===== src/rtl/truth_table_sweeper.sv =====
// Sweeps every N_IN-bit pattern into a combinational block and MISR-compresses its sampled responses.
// Optional macro SWEEP_CHECK_EN adds exp_sig input and sticky pass/fail outputs.
module truth_table_sweeper #(
    parameter int               N_IN   = 2,
    parameter int               N_OUT  = 2,
    parameter int               DWELL  = 100,
    parameter int               SETTLE = 100,
    parameter int               REPEAT = 1,
    parameter int               SIG_W  = 16,
    parameter logic [SIG_W-1:0] POLY   = 16'h1021
) (
    input  logic              clk,
    input  logic              rst,
    input  logic              start,
    input  logic              abort,
    output logic [N_IN-1:0]   pattern,
    input  logic [N_OUT-1:0]  resp,
    output logic              busy,
    output logic              done,
    output logic              vec_valid,
    output logic [N_IN-1:0]   vec_idx,
    output logic [N_OUT-1:0]  vec_resp,
`ifdef SWEEP_CHECK_EN
    input  logic [SIG_W-1:0]  exp_sig,
    output logic              pass,
    output logic              fail,
`endif
    output logic [SIG_W-1:0]  sig
);

    localparam logic [1:0] S_IDLE   = 2'd0;
    localparam logic [1:0] S_SETTLE = 2'd1;
    localparam logic [1:0] S_DRIVE  = 2'd2;
    localparam logic [1:0] S_DONE   = 2'd3;

    localparam int DW_W = (DWELL  > 1) ? $clog2(DWELL)  : 1;
    localparam int ST_W = (SETTLE > 1) ? $clog2(SETTLE) : 1;
    localparam int PS_W = (REPEAT > 1) ? $clog2(REPEAT) : 1;

    localparam logic [DW_W-1:0] DWELL_LAST  = DW_W'(DWELL - 1);
    localparam logic [ST_W-1:0] SETTLE_LAST = ST_W'((SETTLE > 0) ? SETTLE - 1 : 0);
    localparam logic [PS_W-1:0] PASS_LAST   = PS_W'(REPEAT - 1);

    logic [1:0]       r_state;
    logic [N_IN-1:0]  r_pattern;
    logic [SIG_W-1:0] r_sig;
    logic             r_busy;
    logic             r_done;
    logic             r_vec_valid;
    logic [N_IN-1:0]  r_vec_idx;
    logic [N_OUT-1:0] r_vec_resp;
    logic [DW_W-1:0]  r_dwell_cnt;
    logic [ST_W-1:0]  r_settle_cnt;
    logic [PS_W-1:0]  r_pass_cnt;

    logic [SIG_W-1:0] w_sig_next;
    logic             w_sample;
    logic             w_finish;

    assign w_sig_next = {r_sig[SIG_W-2:0], 1'b0}
                      ^ (r_sig[SIG_W-1] ? POLY : '0)
                      ^ SIG_W'(resp);
    // abort outranks a sample landing on the same edge
    assign w_sample   = (r_state == S_DRIVE) && !abort && (r_dwell_cnt == DWELL_LAST);
    assign w_finish   = w_sample && (&r_pattern) && (r_pass_cnt == PASS_LAST);

    always_ff @(posedge clk or posedge rst) begin
        if (rst) begin
            r_state      <= S_IDLE;
            r_pattern    <= '0;
            r_sig        <= '0;
            r_busy       <= 1'b0;
            r_done       <= 1'b0;
            r_vec_valid  <= 1'b0;
            r_vec_idx    <= '0;
            r_vec_resp   <= '0;
            r_dwell_cnt  <= '0;
            r_settle_cnt <= '0;
            r_pass_cnt   <= '0;
        end else begin
            r_done      <= 1'b0;
            r_vec_valid <= 1'b0;
            case (r_state)
                S_IDLE: begin
                    if (start) begin
                        r_pattern    <= '0;
                        r_sig        <= '0;
                        r_dwell_cnt  <= '0;
                        r_settle_cnt <= '0;
                        r_pass_cnt   <= '0;
                        r_busy       <= 1'b1;
                        r_state      <= (SETTLE == 0) ? S_DRIVE : S_SETTLE;
                    end
                end
                S_SETTLE: begin
                    if (abort) begin
                        r_state   <= S_IDLE;
                        r_busy    <= 1'b0;
                        r_pattern <= '0;
                    end else if (r_settle_cnt == SETTLE_LAST) begin
                        r_state      <= S_DRIVE;
                        r_dwell_cnt  <= '0;
                        r_settle_cnt <= '0;
                    end else begin
                        r_settle_cnt <= r_settle_cnt + ST_W'(1);
                    end
                end
                S_DRIVE: begin
                    if (abort) begin
                        r_state   <= S_IDLE;
                        r_busy    <= 1'b0;
                        r_pattern <= '0;
                    end else if (w_sample) begin
                        r_sig       <= w_sig_next;
                        r_vec_valid <= 1'b1;
                        r_vec_idx   <= r_pattern;
                        r_vec_resp  <= resp;
                        r_dwell_cnt <= '0;
                        r_pattern   <= r_pattern + N_IN'(1);
                        if (w_finish) begin
                            r_state <= S_DONE;
                            r_busy  <= 1'b0;
                            r_done  <= 1'b1;
                        end else if (&r_pattern) begin
                            r_pass_cnt <= r_pass_cnt + PS_W'(1);
                        end
                    end else begin
                        r_dwell_cnt <= r_dwell_cnt + DW_W'(1);
                    end
                end
                S_DONE: begin
                    r_state <= S_IDLE;
                end
                default: begin
                    r_state <= S_IDLE;
                end
            endcase
        end
    end

`ifdef SWEEP_CHECK_EN
    logic r_pass;
    logic r_fail;

    // verdict is taken from the final signature as it is written, so it lines up with done
    always_ff @(posedge clk or posedge rst) begin
        if (rst) begin
            r_pass <= 1'b0;
            r_fail <= 1'b0;
        end else if ((r_state == S_IDLE) && start) begin
            r_pass <= 1'b0;
            r_fail <= 1'b0;
        end else if (w_finish) begin
            r_pass <= (w_sig_next == exp_sig);
            r_fail <= (w_sig_next != exp_sig);
        end
    end

    assign pass = r_pass;
    assign fail = r_fail;
`endif

    assign pattern   = r_pattern;
    assign sig       = r_sig;
    assign busy      = r_busy;
    assign done      = r_done;
    assign vec_valid = r_vec_valid;
    assign vec_idx   = r_vec_idx;
    assign vec_resp  = r_vec_resp;

endmodule


===== config.mk =====
export PLATFORM = sky130hd
export DESIGN_NAME = truth_table_sweeper
export DESIGN_NICKNAME = d
export VERILOG_FILES = /design/src/rtl/truth_table_sweeper.sv
export SDC_FILE = /design/constraint.sdc
export NUM_CORES = 1
export LEC_CHECK = 0
export CAP_MARGIN = 20
export CORE_MARGIN = 3
export CORE_UTILIZATION = 45
export DETAILED_ROUTE_END_ITERATION = 8
export GPL_ROUTABILITY_DRIVEN = 0
export HOLD_SLACK_MARGIN = 0.06
export MAX_ROUTING_LAYER = met4
export PLACE_DENSITY = 0.67
export SYNTH_ARGS = -nofsm -noshare
export SYNTH_HDL_FRONTEND = slang
export SYNTH_SLANG_ARGS = --single-unit

===== constraint.sdc =====
create_clock -name clk -period 3.4 [get_ports clk]
set_input_delay 0.68 -clock clk [delete_from_list [all_inputs] [get_ports clk]]
set_output_delay 0.68 -clock clk [all_outputs]
set_load 0.01 [all_outputs]

# Word-level counts from Yosys, hierarchy flattened
# Cells that the tools add are included.
op_classes:
  n_addsub: 4
  n_mul: 0
  div: 0
  order_cmp: 0
  eq_ne: 16
  shifts: 0
  mux: 45
  bitwise_logic: 4
  reduce_logical: 18
op_table:
  columns: ["op", "n"]
  rows:
  - ["7-bit two-way mux", 7]
  - ["16-bit two-way mux", 3]
  - ["16-bit one-hot mux with 2 select lines", 1]
  - ["7-bit one-hot mux with 3 select lines", 1]
  - ["2-bit two-way mux", 10]
  - ["1-bit two-way mux", 17]
  - ["16-bit by 13-bit bitwise XOR with 16-bit output", 1]
  - ["16-bit by 2-bit bitwise XOR with 16-bit output", 1]
  - ["7-bit by 1-bit adder with 7-bit output (second input constant)", 2]
  - ["7-bit equality test (second input constant)", 2]
  - ["2-bit != test (second input constant)", 7]
  - ["7-bit one-hot mux with 2 select lines", 1]
  - ["13-bit two-way mux", 1]
  - ["4-bit AND reduction", 3]
  - ["5-bit AND reduction", 2]
  - ["3-bit != test (second input constant)", 3]
  - ["2-bit one-hot mux with 4 select lines", 1]
  - ["2-bit one-hot mux with 3 select lines", 1]
  - ["3-bit AND reduction", 2]
  - ["6-bit AND reduction", 1]
  - ["2-bit equality test (second input constant)", 2]
  - ["1-bit logical AND", 4]
  - ["2-bit nonzero test", 2]
  - ["1-bit one-hot mux with 3 select lines", 1]
  - ["10 further kinds", 11]
totals:
  ff_bits: 42
  latch_bits: 0
  mem_bits_rw: 0
  romBits: 0
  out_inout_bits: 25
  elab_cells: 98
  n_memories: 0

# Depth between registers and ports, before layout
# Gate-level depths: netlist of run 1.
logic_depth:
  ltp_word: 9
  depth_mapped: 8

# Worst setup path after synthesis of run 1
# No wires, ideal clock.
synth_path:
  path_kind: "input port to flip-flop"
  start: "input abort"
  end: "register r_sig[1] (netlist: sig[1])"
  setup_time_ns: 0.121
  arrival_ns: 1.850
  required_time_ns: 3.279
  path_slack_ns: 1.429
  cell_stages: 5
  n_path_buf: 1
  cell_sequence: "buf_2 > nand4bb_1 > o31a_1 > or2_1 > a22o_1"
synth_between:
  elab_chain_cells: 5
synth_rtl:
  columns: ["item", "line_no", "text"]
  rows:
  - ["start, declared", "15", "input logic abort,"]
  - ["1-bit logical NOT", "64", "assign w_sample = (r_state == S_DRIVE) && !abort && (r_dwell_cnt == DWELL_LAST);"]
  - ["1-bit logical AND (2 in a row)", "64", null]
  - ["2-bit != test (no source line)", null, null]
  - ["4-bit AND reduction (no source line) (*)", null, null]
  - ["end signal, assigned", "114", "r_sig <= w_sig_next;"]
  - ["end, declared", "46", "logic [SIG_W-1:0] r_sig;"]
# Every way passes the cells marked *; elsewhere a longest branch is shown, timed or not.
# A chain may end at the register's enable or synchronous reset.

# Worst setup path in the final report of run 1
layout_path:
  start: "input abort"
  end: "register r_sig[13] (netlist: sig[13])"
# Same word-level chain as after synthesis.

==> flow_summary.yaml, run 1 <==
finish:
  area_growth_pct: 19.8
  fin_cells: 329
  multi_input_area_mm2: 0.00117
  antenna_cells: 0
  fillCellCount: 446
  fin_nets: 274
  regArea_mm2: 0.00105
  finish.utilization: 0.573
  drive_gt1_frac: 0.126
min_path:
  holdCritPathClass: "reg -> reg"
  min_from: "r_pass_cnt$_DFFE_PP0P_"
clocking:
  cts_hold_buf: 0
  htree_levels: 2
  cts_made_buffers: 5
  clock_path_buffers: 2
  cts_tree: "done"
  cts.repair.resized: 0
  cts_sinks: 42
  clk_pin_slew_ps: 90
  cts_root_buffer: "clkbuf_8"
  cts_setup_buffers: 0
  clock_latency_ps: 300
sta:
  worstMarginPinSlew_ps: 714
  fin_crit_sh: 0.727
  slew-limit-headroom: 0.524
  fin_setup_tns_ps: 0
  min_period_ps: 2470
  timing.hold.ws_ps: 485
  skew_ps: 9.35
  hold_viol_final: 0
  max_freq_mhz: 405
  drv_slew: 0
  rsz0062_at_grt: "no"
  setup_viol: 0
grt:
  grt_pass1_wl_um: 9090
  grt_pass1_vias: 1807
  antenna_found_initial: 0
  track_usage: 0.192
  grt_max_degree: 38
  grt_overflow: 0
run_status:
  status: "finished clean"
setup_path:
  ff2ff_setup_slack_ps: 1040
  crit_start: "abort"
  rr_startpoint: "r_state[0]$_DFFE_PP0P_"
  end_kind: "flop"
  worstPathArrival_ps: 2640
  crit_required_ps: 3570
  cp_max_fo: 14
  worstSetupStartpointType: "primary input"
  critical_path_class: "in -> reg"
die:
  initial_core_util: 0.478
  die_y_um: 77.8
  design.core.area_mm2: 0.00485
  dieArea_mm2: 0.00605
  ios: 31
  dieWidth_um: 77.8
  fp-row-count: 25
yosys:
  synth_area_mm2: 0.00232
  async_flop_share: 1.00
  synthCells: 230
  syn_area_per_cell_um2: 10.1
  yosys_warnings: 0
  yosysSeqAreaShare: 0.453
  yosys_register_bits: 42
  synth-main-ff-cell: "dfrtp_1"
  synth_cell_types: 52
  syn-num-nets: 243
  synth_edf_count: 0
drt:
  route.detailed.drc: 0
  wire_per_inst_um: 15.4
  drtPass1Iterations: 4
  via_per_inst: 5.60
  vias: 1841
  drt-total-wl_um: 5070
  ant_nets: 0
  drtIter0Drc: 75
pwr:
  vdd_drop_max_v: 0.000218
  totalPowerFinal_uw: 1230
  powerDensity_mw_per_mm2: 442
  p_clk_frac: 0.270
  p_int_uw: 800
  power_switching_uw: 427
  sequentialPowerShare: 0.458
  p_comb_frac: 0.272
  p_sw_frac: 0.348
  power_leakage_uw: 0.00120
placed_design:
  place_hpwl_um: 3530
  dp.cells: 321
  io_buffers: 30
job:
  maxCapViolCount: 0
[routing by layer]
metal,global-route usage,wire (µm),up-vias
met1,0.277,2670,886
met3,0.0487,190,8
li1,-,-,909
met5,-,0,-
met4,0.0623,68,0
met2,0.264,2140,38
[cell families after synthesis]
family,after synthesis,synth area share
xor+xnor,9,0.0340
fa+ha+maj,7,0.0378
mux,2,0.00917
simple gates,82,0.196
flops,42,0.453
buf+inv,23,0.0431
compound gates,65,0.227
[path summary, 6_finish.rpt]
path,end,cells past startpoint
setup / recovery,sig[13]$_DFFE_PP0P_,7
hold / removal,done$_DFF_PP0_,1
setup reg to reg,sig[13]$_DFFE_PP0P_,9
hold reg to reg,done$_DFF_PP0_,1
max in group asynchronous,r_dwell_cnt[3]$_DFFE_PP0P_,3
min in group asynchronous,r_settle_cnt[4]$_DFFE_PP0P_,2
[state kept, by name (all words and copies together), names as in the netlist]
| name | flops |
|---|---|
| sig | 16 |
| r_dwell_cnt | 7 |
| r_settle_cnt | 7 |
| pattern | 2 |
| r_state | 2 |
| vec_idx | 2 |
| vec_resp | 2 |
| busy | 1 |
| done | 1 |
| r_pass_cnt | 1 |
| vec_valid | 1 |
[critical path, stage by stage]
cell and delay (ps):
clkdlybuf4s50_1 560, nor4bb_1 370, nand2_1 330, inv_1 150
buf_4 220, mux2i_1 230, o211ai_1 100
[layout by cell type, fill, tap and decap left out, types with 4 or more instances in the layout]
cell type         n
inv_1            12
nand2_1          33
nand3_1           6
o211ai_1          4
buf_4             5
a32oi_1           5
clkdlybuf4s50_1  30
nor2_1           11
clkbuf_8          5
a21oi_1           6
nand2b_1          5
o221a_2           5
o22ai_2           4
a211oi_1          4
nor2b_1           5
xor2_1            9
o31ai_1           4
dfrtp_1          42
o21ai_0          13
ha_1              7
[stage by stage]
step	area [µm²]	setup WS, ps
finish	2780	929
global route	2780	746
CTS	2780	975
detailed placement	2690	671
global placement	2690	708
floorplan	2320	1430
[area by class of cell]
type	instances	share of cell area
inverter	12	0.0162
timing repair buffer	35	0.122
clock inverter	3	0.00855
tap	67	0.0302
multi-input combinational	165	0.421
clock buffer	5	0.0248
sequential	42	0.378
[power groups by stage]
stage          Sequential (µW)  Clock (µW)  Combinational (µW)
4_1_cts                    561         344                 336
5_1_grt                    568         366                 381
3_5_place_dp               571           0                 335
3_3_place_gp               571           0                 328
6_report                   562         332                 334
2_1_floorplan              566           0                 251
[cell usage after synthesis (5+ instances only)]
library cell   n  area share
buf_2          5       0.011
nor2_1        11       0.018
nor2b_1        5       0.013
a21oi_1        6       0.013
o21ai_0       13       0.028
dfrtp_1       42        0.45
nand2b_1       5       0.013
xor2_1         9       0.034
nand2_1       33       0.053
ha_1           7       0.038
a32oi_1        5       0.019
inv_1         12       0.019
o221a_2        5       0.024
nand3_1        6       0.013
(Power assumes the default switching activity.)
==> inputs of run 2 (changes only) <==
--- a/config.mk
+++ b/config.mk
@@ -12,7 +12,7 @@
 export GPL_ROUTABILITY_DRIVEN = 0
 export HOLD_SLACK_MARGIN = 0.06
 export MAX_ROUTING_LAYER = met4
-export PLACE_DENSITY = 0.67
+export PLACE_DENSITY = 0.7
 export SYNTH_ARGS = -nofsm -noshare
 export SYNTH_HDL_FRONTEND = slang
 export SYNTH_SLANG_ARGS = --single-unit
==> constraint.sdc (replaced) <==
create_clock -name clk -period 2.2 [get_ports clk]
set_input_delay 0.44 -clock clk [delete_from_list [all_inputs] [get_ports clk]]
set_output_delay 0.44 -clock clk [all_outputs]
set_load 0.01 [all_outputs]
==> flow_summary.yaml, run 2 (synthesis results as in run 1) <==
drt:
  wire_per_inst_um: 15.2
  route.detailed.drc: 0
  vias: 1944
  ant_nets: 0
  via_per_inst: 5.62
  drt-total-wl_um: 5260
  drtIter0Drc: 134
  drtPass1Iterations: 4
die:
  dieWidth_um: 77.8
  design.core.area_mm2: 0.00485
  initial_core_util: 0.478
  die_y_um: 77.8
  fp-row-count: 25
  ios: 31
  dieArea_mm2: 0.00605
clocking:
  clock_path_buffers: 2
  cts.repair.resized: 0
  cts_sinks: 42
  cts_setup_buffers: 0
  clk_pin_slew_ps: 80
  clock_latency_ps: 300
  cts_made_buffers: 5
  cts_root_buffer: "clkbuf_8"
  cts_hold_buf: 0
  htree_levels: 2
  cts_tree: "done"
placed_design:
  io_buffers: 30
  postPlaceCellArea_mm2: 0.00281
  place_hpwl_um: 3640
sta:
  min_period_ps: 1970
  drv_slew: 0
  skew_ps: 6.39
  max_freq_mhz: 508
  setup_viol: 0
  worstMarginPinSlew_ps: 535
  rsz0062_at_grt: "no"
  hold_viol_final: 0
  slew-limit-headroom: 0.643
  fin_crit_sh: 0.895
setup_path:
  setup.worst_path.end: "sig[13]$_DFFE_PP0P_"
  crit_start: "r_state[0]$_DFFE_PP0P_"
  cp_slowest_cell: "dfrtp_1"
  slowest_delay_ps: 420
  path_common_cell: "inv_1"
  worstPathArrival_ps: 2140
  reg2reg_to: "sig[13]$_DFFE_PP0P_"
  worstSetupStartpointType: "flop"
  crit_required_ps: 2370
  ff2ff_setup_slack_ps: 230
  cp_max_fo: 9
  rr_startpoint: "r_state[0]$_DFFE_PP0P_"
  critical_path_class: "reg -> reg"
  ff2ff_path_depth: 8
  critical_path.top_delay_family: "simple AND/OR/NAND/NOR gates"
  end_kind: "flop"
  cp_num_cells: 8
  critPathBufInv: 3
  crit_chain: "inv_1 > ha_1 > nor4bb_1 > nand2_1 > inv_1 > buf_4 > mux2i_1 > o211ai_1"
grt:
  grt_pass1_vias: 1929
  antenna_found_initial: 0
  track_usage: 0.195
  grt_pass1_wl_um: 9230
  grt_max_degree: 43
  grt_overflow: 0
finish:
  largest_reg_flops: 16
  finish.instance_area_mm2: 0.00291
  multi_input_area_mm2: 0.00117
  regArea_mm2: 0.00105
  final_cell_mix: "42 x dfrtp_1, 33 x nand2_1, 30 x clkdlybuf4s50_1"
  layout_commonest_cell: "dfrtp_1"
  area_growth_pct: 25.4
  fin_nets: 291
  fillCellCount: 416
  antenna_cells: 0
  drive_gt1_frac: 0.179
run_status:
  status: "finished clean"
pwr:
  totalPowerFinal_uw: 2010
  vdd_drop_max_v: 0.000339
  powerDensity_mw_per_mm2: 690
  power_leakage_uw: 0.00129
min_path:
  holdCritPathClass: "reg -> reg"
  min_from: "r_pass_cnt$_DFFE_PP0P_"
job:
  maxCapViolCount: 0
[run 2: worst register-to-register path, cell delays in order (launching register included)]
cell	delay (ps)
dfrtp_1	420
inv_1	90
ha_1	230
nor4bb_1	390
nand2_1	120
inv_1	100
buf_4	170
mux2i_1	220
o211ai_1	110
[run 2: worst min path at each step]
| stage | to | slack (ps) | cells past startpoint |
|---|---|---|---|
| global placement | vec_resp[1]$_DFFE_PP0P_ | 460 | 2 |
| CTS | done$_DFF_PP0_ | 480 | 1 |
| floorplan | done$_DFF_PP0_ | 430 | 1 |
| global route | done$_DFF_PP0_ | 520 | 1 |
| detailed placement | vec_resp[0]$_DFFE_PP0P_ | 460 | 2 |
| finish | done$_DFF_PP0_ | 480 | 1 |
[run 2: area by class of cell]
type / count / area share
flip-flops and latches: 42 / 0.361
repair buffers: 52 / 0.160
multi-input cells: 165 / 0.402
clock buffers: 6 / 0.0284
clock inverters: 2 / 0.00430
inverters: 12 / 0.0155
well taps: 67 / 0.0288
[run 2: report_power, final]
part | internal (µW) | switching (µW) | leakage, µW
clock network | 252 | 269 | 0.0000472
logic | 275 | 341 | 0.000660
registers | 817 | 52.5 | 0.000581
[run 2: metrics by stage]
stage / TNS (ps) / hold slack, ps / setup slack, ps / util / instances
after global routing: 0 / 524 / 42.7 / 0.600 / 346
after detailed placement: -16.5 / 462 / -10.6 / 0.580 / 338
after CTS: 0 / 482 / 237 / 0.600 / 346
final: 0 / 477 / 230 / 0.600 / 346
after floorplan: 0 / 433 / 418 / - / 230
after global placement: 0 / 459 / 36.5 / 0.580 / 338
[run 2: per-layer routing]
layer / GRT usage / wire length (µm)
met1: 0.249 / 2430
met3: 0.0406 / 234
met2: 0.313 / 2530
met4: 0.0587 / 63
met5: - / 0
==> inputs of run 3 (changes only) <==
--- a/config.mk
+++ b/config.mk
@@ -13,6 +13,7 @@
 export HOLD_SLACK_MARGIN = 0.06
 export MAX_ROUTING_LAYER = met4
 export PLACE_DENSITY = 0.7
+export SKIP_CTS_REPAIR_TIMING = 1
 export SYNTH_ARGS = -nofsm -noshare
 export SYNTH_HDL_FRONTEND = slang
 export SYNTH_SLANG_ARGS = --single-unit
==> results of run 3 <==
Same layout as run 2: the final DEF is identical, and so are final timing and power.
==> RTL change 1: new RTL, settings of run 1 <==
Build with the macro `SWEEP_CHECK_EN` defined.
--- a/src/rtl/truth_table_sweeper.sv
+++ b/src/rtl/truth_table_sweeper.sv
@@ -1,5 +1,7 @@
 // Sweeps every N_IN-bit pattern into a combinational block and MISR-compresses its sampled responses.
 // Optional macro SWEEP_CHECK_EN adds exp_sig input and sticky pass/fail outputs.
+`define SWEEP_CHECK_EN
+
 module truth_table_sweeper #(
     parameter int               N_IN   = 2,
     parameter int               N_OUT  = 2,
Ports: changed (added exp_sig, fail and pass); port bits go from 31 to 49. No check against the original RTL was run, so the function may have changed too.
==> RTL change 1 against run 1 <==
Sequential cell count rose by 2; largest cell class unchanged; utilization rose by 3.2 points; global-route usage shrank 1.5 points; setup slack improved by 0.18 ns; routed wire length increased by 5.6%; synthesized area grew 12%; die area increased by 11%; worst hold slack hardly changed; count of clock-buffer cells in the layout rose by 1; fmax up 8.0%; cell area rose by 16%.
Power is not compared: it rests on default switching activity, and its combinational part moved more than twofold at a synthesized area within 25%.
==> RTL change 1: results <==
[synthesis]
synthMuxAreaShare_pct = 2.657
synth_cells = 246
seq_area_frac_synth_pct = 42.51
synthesis.nets = 275
yosys.area.top_type_share_pct = 42.51
synthAdderAreaFrac_pct = 3.382
synth.top_cells.by_count = dfrtp_1 (44), inv_1 (26), xnor2_1 (18), nand2_1 (17), o21ai_2 (17)
async_reset_ff_share_pct = 100.0
synth_compound_area_share_pct = 14.11
synth_xor_area_share_pct = 8.116
ys_types = 50
yosys-top-cells-area = dfrtp_1 (43%), xnor2_1 (6.1%), o21ai_2 (5.7%), nand3_2 (5.4%), inv_1 (3.8%)
synth-main-ff-cell = dfrtp_1

[worst_setup_path]
r2r_start = r_state[0]
path_max_fanout = 11
cp-startpoint = abort
crit_arrival_ns = 2.46

[final_layout]
drive_gt1_share_pct = 19.40
largest_register_ffs = 16
fin_nets = 327

[worst_hold_path]
min_from = vec_idx[0]

[grt]
track_usage_pct = 17.77
antenna_found_initial = 0
grt_max_degree = 34
grt_first_pass_wirelength_mm = 8.811
grt_pass1_vias = 1817

[sta]
max_slew_margin_pct = 49.39
setup_tns_ns = 0
clock_skew_ns = 0.005122

[placed_design]
dp.final_hpwl_mm = 4.131
port_buffers = 48
place_area_sq_um = 3094
place_ws_ns = 0.8054
place_inst = 360

[clock_tree]
cts_buffers = 5
path_clk_slew_ns = 0.08
clkLatencyLatePin_ns = 0.29
postCtsSetupRepairBufs = 0
htree_levels = 2
post_cts_resized = 0
clockBufferDepth = 2

[outcome]
status = finished clean

[routing]
routedWlPerCell_um = 14.50
drt-pass1-iter-count = 4
first_iter_violations = 79
wirelength_mm = 5.351
avgViaCountPerCell = 5.220

[power]
peakVddDrop_v = 0.0006007
power_switching_mw = 0.6862
==> RTL change 1: area by class of cell <==
| class | instances | area, sq um |
|---|---|---|
| tap | 70 | 87.58 |
| clock buffer | 6 | 72.57 |
| inverter | 26 | 97.59 |
| fill | 483 | 2106 |
| clock inverter | 2 | 35.03 |
| multi-input combinational | 169 | 1305 |
| sequential | 44 | 1101 |
| timing repair buffer | 52 | 530.5 |
==> RTL change 1: critical path: stages <==
cell,delay [ns]
clkdlybuf4s50_1,0.69
nor2b_1,0.08
o21ai_1,0.62
nor3_1,0.16
xnor2_1,0.17
nor2_1,0.05
==> RTL change 1: cell families after synthesis <==
| logic type | count (synthesis) |
|---|---|
| flip-flops | 44 |
| AND/OR/NAND/NOR | 86 |
| XOR/XNOR | 24 |
| buffers and inverters | 33 |
| adder cells (fa/ha/maj) | 7 |
| AO/OA/AOI/OAI | 46 |
| multiplexers | 6 |
==> RTL change 1: worst paths after layout <==
check	endpoint	slack [ns]	depth (start not counted)
hold / removal	vec_idx[0]	0.49	2
setup reg to reg	r_pass_cnt	1.29	7
max in group asynchronous	r_settle_cnt[0]	2.25	4
setup / recovery	r_settle_cnt[5]	1.11	6
hold reg to reg	vec_idx[0]	0.49	2
min in group asynchronous	sig[3]	0.58	2
==> RTL change 1: per-layer routing <==
layer / global-route usage (%) / vias up / routed length (um)
met2: 27.87 / 38 / 2518
met3: 3.838 / 5 / 212
li1: - / 942 / -
met4: 3.987 / 0 / 50
met1: 23.68 / 941 / 2569
met5: - / - / 0
==> RTL change 1: power groups by stage <==
stage | Clock (mW) | Sequential [mW] | Combinational (mW)
floorplan | 0 | 0.622 | 0.675
finish | 0.389 | 0.616 | 0.723
detailed placement | 0 | 0.627 | 0.720
CTS | 0.399 | 0.617 | 0.724
global route | 0.423 | 0.624 | 0.812
global placement | 0 | 0.626 | 0.712
==> RTL change 2: new RTL, config.mk and constraints of run 1 <==
Made on the original files. Put one more register stage on the output `vec_valid`, with the module's reset. The value now appears one clock later. The other outputs are not delayed to match.
--- a/src/rtl/truth_table_sweeper.sv
+++ b/src/rtl/truth_table_sweeper.sv
@@ -164,7 +164,13 @@
     assign sig       = r_sig;
     assign busy      = r_busy;
     assign done      = r_done;
-    assign vec_valid = r_vec_valid;
+    always_ff @(posedge clk or posedge rst) begin
+        if (rst) begin
+            vec_valid <= '0;
+        end else begin
+            vec_valid <= r_vec_valid;
+        end
+    end
     assign vec_idx   = r_vec_idx;
     assign vec_resp  = r_vec_resp;
 
Check against the original RTL: no difference found for any inputs over 10 cycles, from zero or initial values and one cycle with rst high; that may be too few to reach the edited logic, so the function may still have changed.
==> RTL change 2 against run 1 <==
Sequential cell count up 1; setup slack worse by 0.16 ns; routed wire length up 6.3%; die area up 1.3%; total power up 8.8%; count of clock-buffer cells in the layout up 1; non-clock buffer count down 1; cell area up 1.9%; fmax down 6.0%; synthesized area up 1.3%; largest power group unchanged.
==> RTL change 2: results <==
[outcome]
status = finished clean

[power]
internal-power_mw = 0.9073
seq_power_mw = 0.574
p_clk_share_pct = 31.1
peakVddDrop_v = 0.0002348
switching_share_pct = 32.11
leakagePower_nw = 1.224

[worst_setup_path]
r2r-end = r_dwell_cnt[2]
crit_family = simple AND/OR/NAND/NOR gates
reg2reg_depth = 6
r2r_setup_slack_ns = 1.00
cp_slowest_stage_delay_ns = 0.65
crit_arrival_ns = 2.86

[clock_tree]
clockBufferDepth = 2
htree_levels = 2
cts_root_buf = clkbuf_8

[final_layout]
clockBufferCount = 6
drive_gt1_share_pct = 12.98
syn2layout_area_growth_pct = 20.44
clock_cell_area_share_pct = 4.154
non_clock_buffer_area_share_pct = 11.67
fillCellCount = 460
fin_nets = 274
multi_input_area_share_pct = 41.63
diodes = 0
nNonClkBuffers = 34
seq_cell_count = 43
register_area_sq_um = 1076

[synthesis]
yosys-top-cells-area = dfrtp_1 (46%), nand2_1 (5.3%), ha_1 (3.7%), xor2_1 (3.4%), o21ai_0 (2.6%)
yosys.area.top_type_share_pct = 45.77
synth.top_cells.by_count = dfrtp_1 (43), nand2_1 (33), inv_1 (12), nor2_1 (12), o21ai_0 (12)
seq_area_frac_synth_pct = 45.77
yosys_warnings = 0
ys_types = 51
syn_avg_cell_area_sq_um = 10.22

[placed_design]
place_ws_ns = 0.5039
dp.final_hpwl_mm = 3.869
place_area_sq_um = 2714

[worst_hold_path]
worstHoldPathCells = 0
min_from = r_vec_valid
holdPathEnd = vec_valid

[sta]
drv_slew = 0
clock_skew_ns = 0.007106
timing.hold.ws_ns = 0.3639
max_slew_margin_pct = 55.14

[grt]
grt_max_degree = 26
track_usage_pct = 19.77
grt_first_pass_wirelength_mm = 9.404

[routing]
first_iter_violations = 100
num_vias = 1885
wirelength_mm = 5.388

[die]
die_area_sq_um = 6128
-- RTL change 2: how the worst max path moves through the flow --
stage	start	end	slack (ns)	cells after the start
after floorplan	abort	sig[1]	1.44	5
after global placement	start	r_dwell_cnt[2]	0.58	5
after detailed placement	start	r_dwell_cnt[2]	0.50	5
after CTS	start	r_dwell_cnt[2]	0.79	5
after global routing	start	r_dwell_cnt[2]	0.70	5
final	start	r_dwell_cnt[2]	0.77	5
-- RTL change 2: per-layer routing --
layer  vias to the layer above  global-route usage (%)  part of all wire [%]
met1                       934                   26.54                    48
met3                         7                   4.243                   3.5
met5                         -                       -                     0
met2                        38                   29.71                    47
li1                        906                       -                     -
met4                         0                   6.993                   1.5
-- RTL change 2: cells by family after synthesis --
logic type / after synthesis / synth area share [%]
flops: 43 / 45.77
buf+inv: 22 / 4.097
fa+ha+maj: 7 / 3.725
xor+xnor: 9 / 3.353
mux: 3 / 1.384
simple gates: 82 / 19.37
compound gates: 64 / 22.30
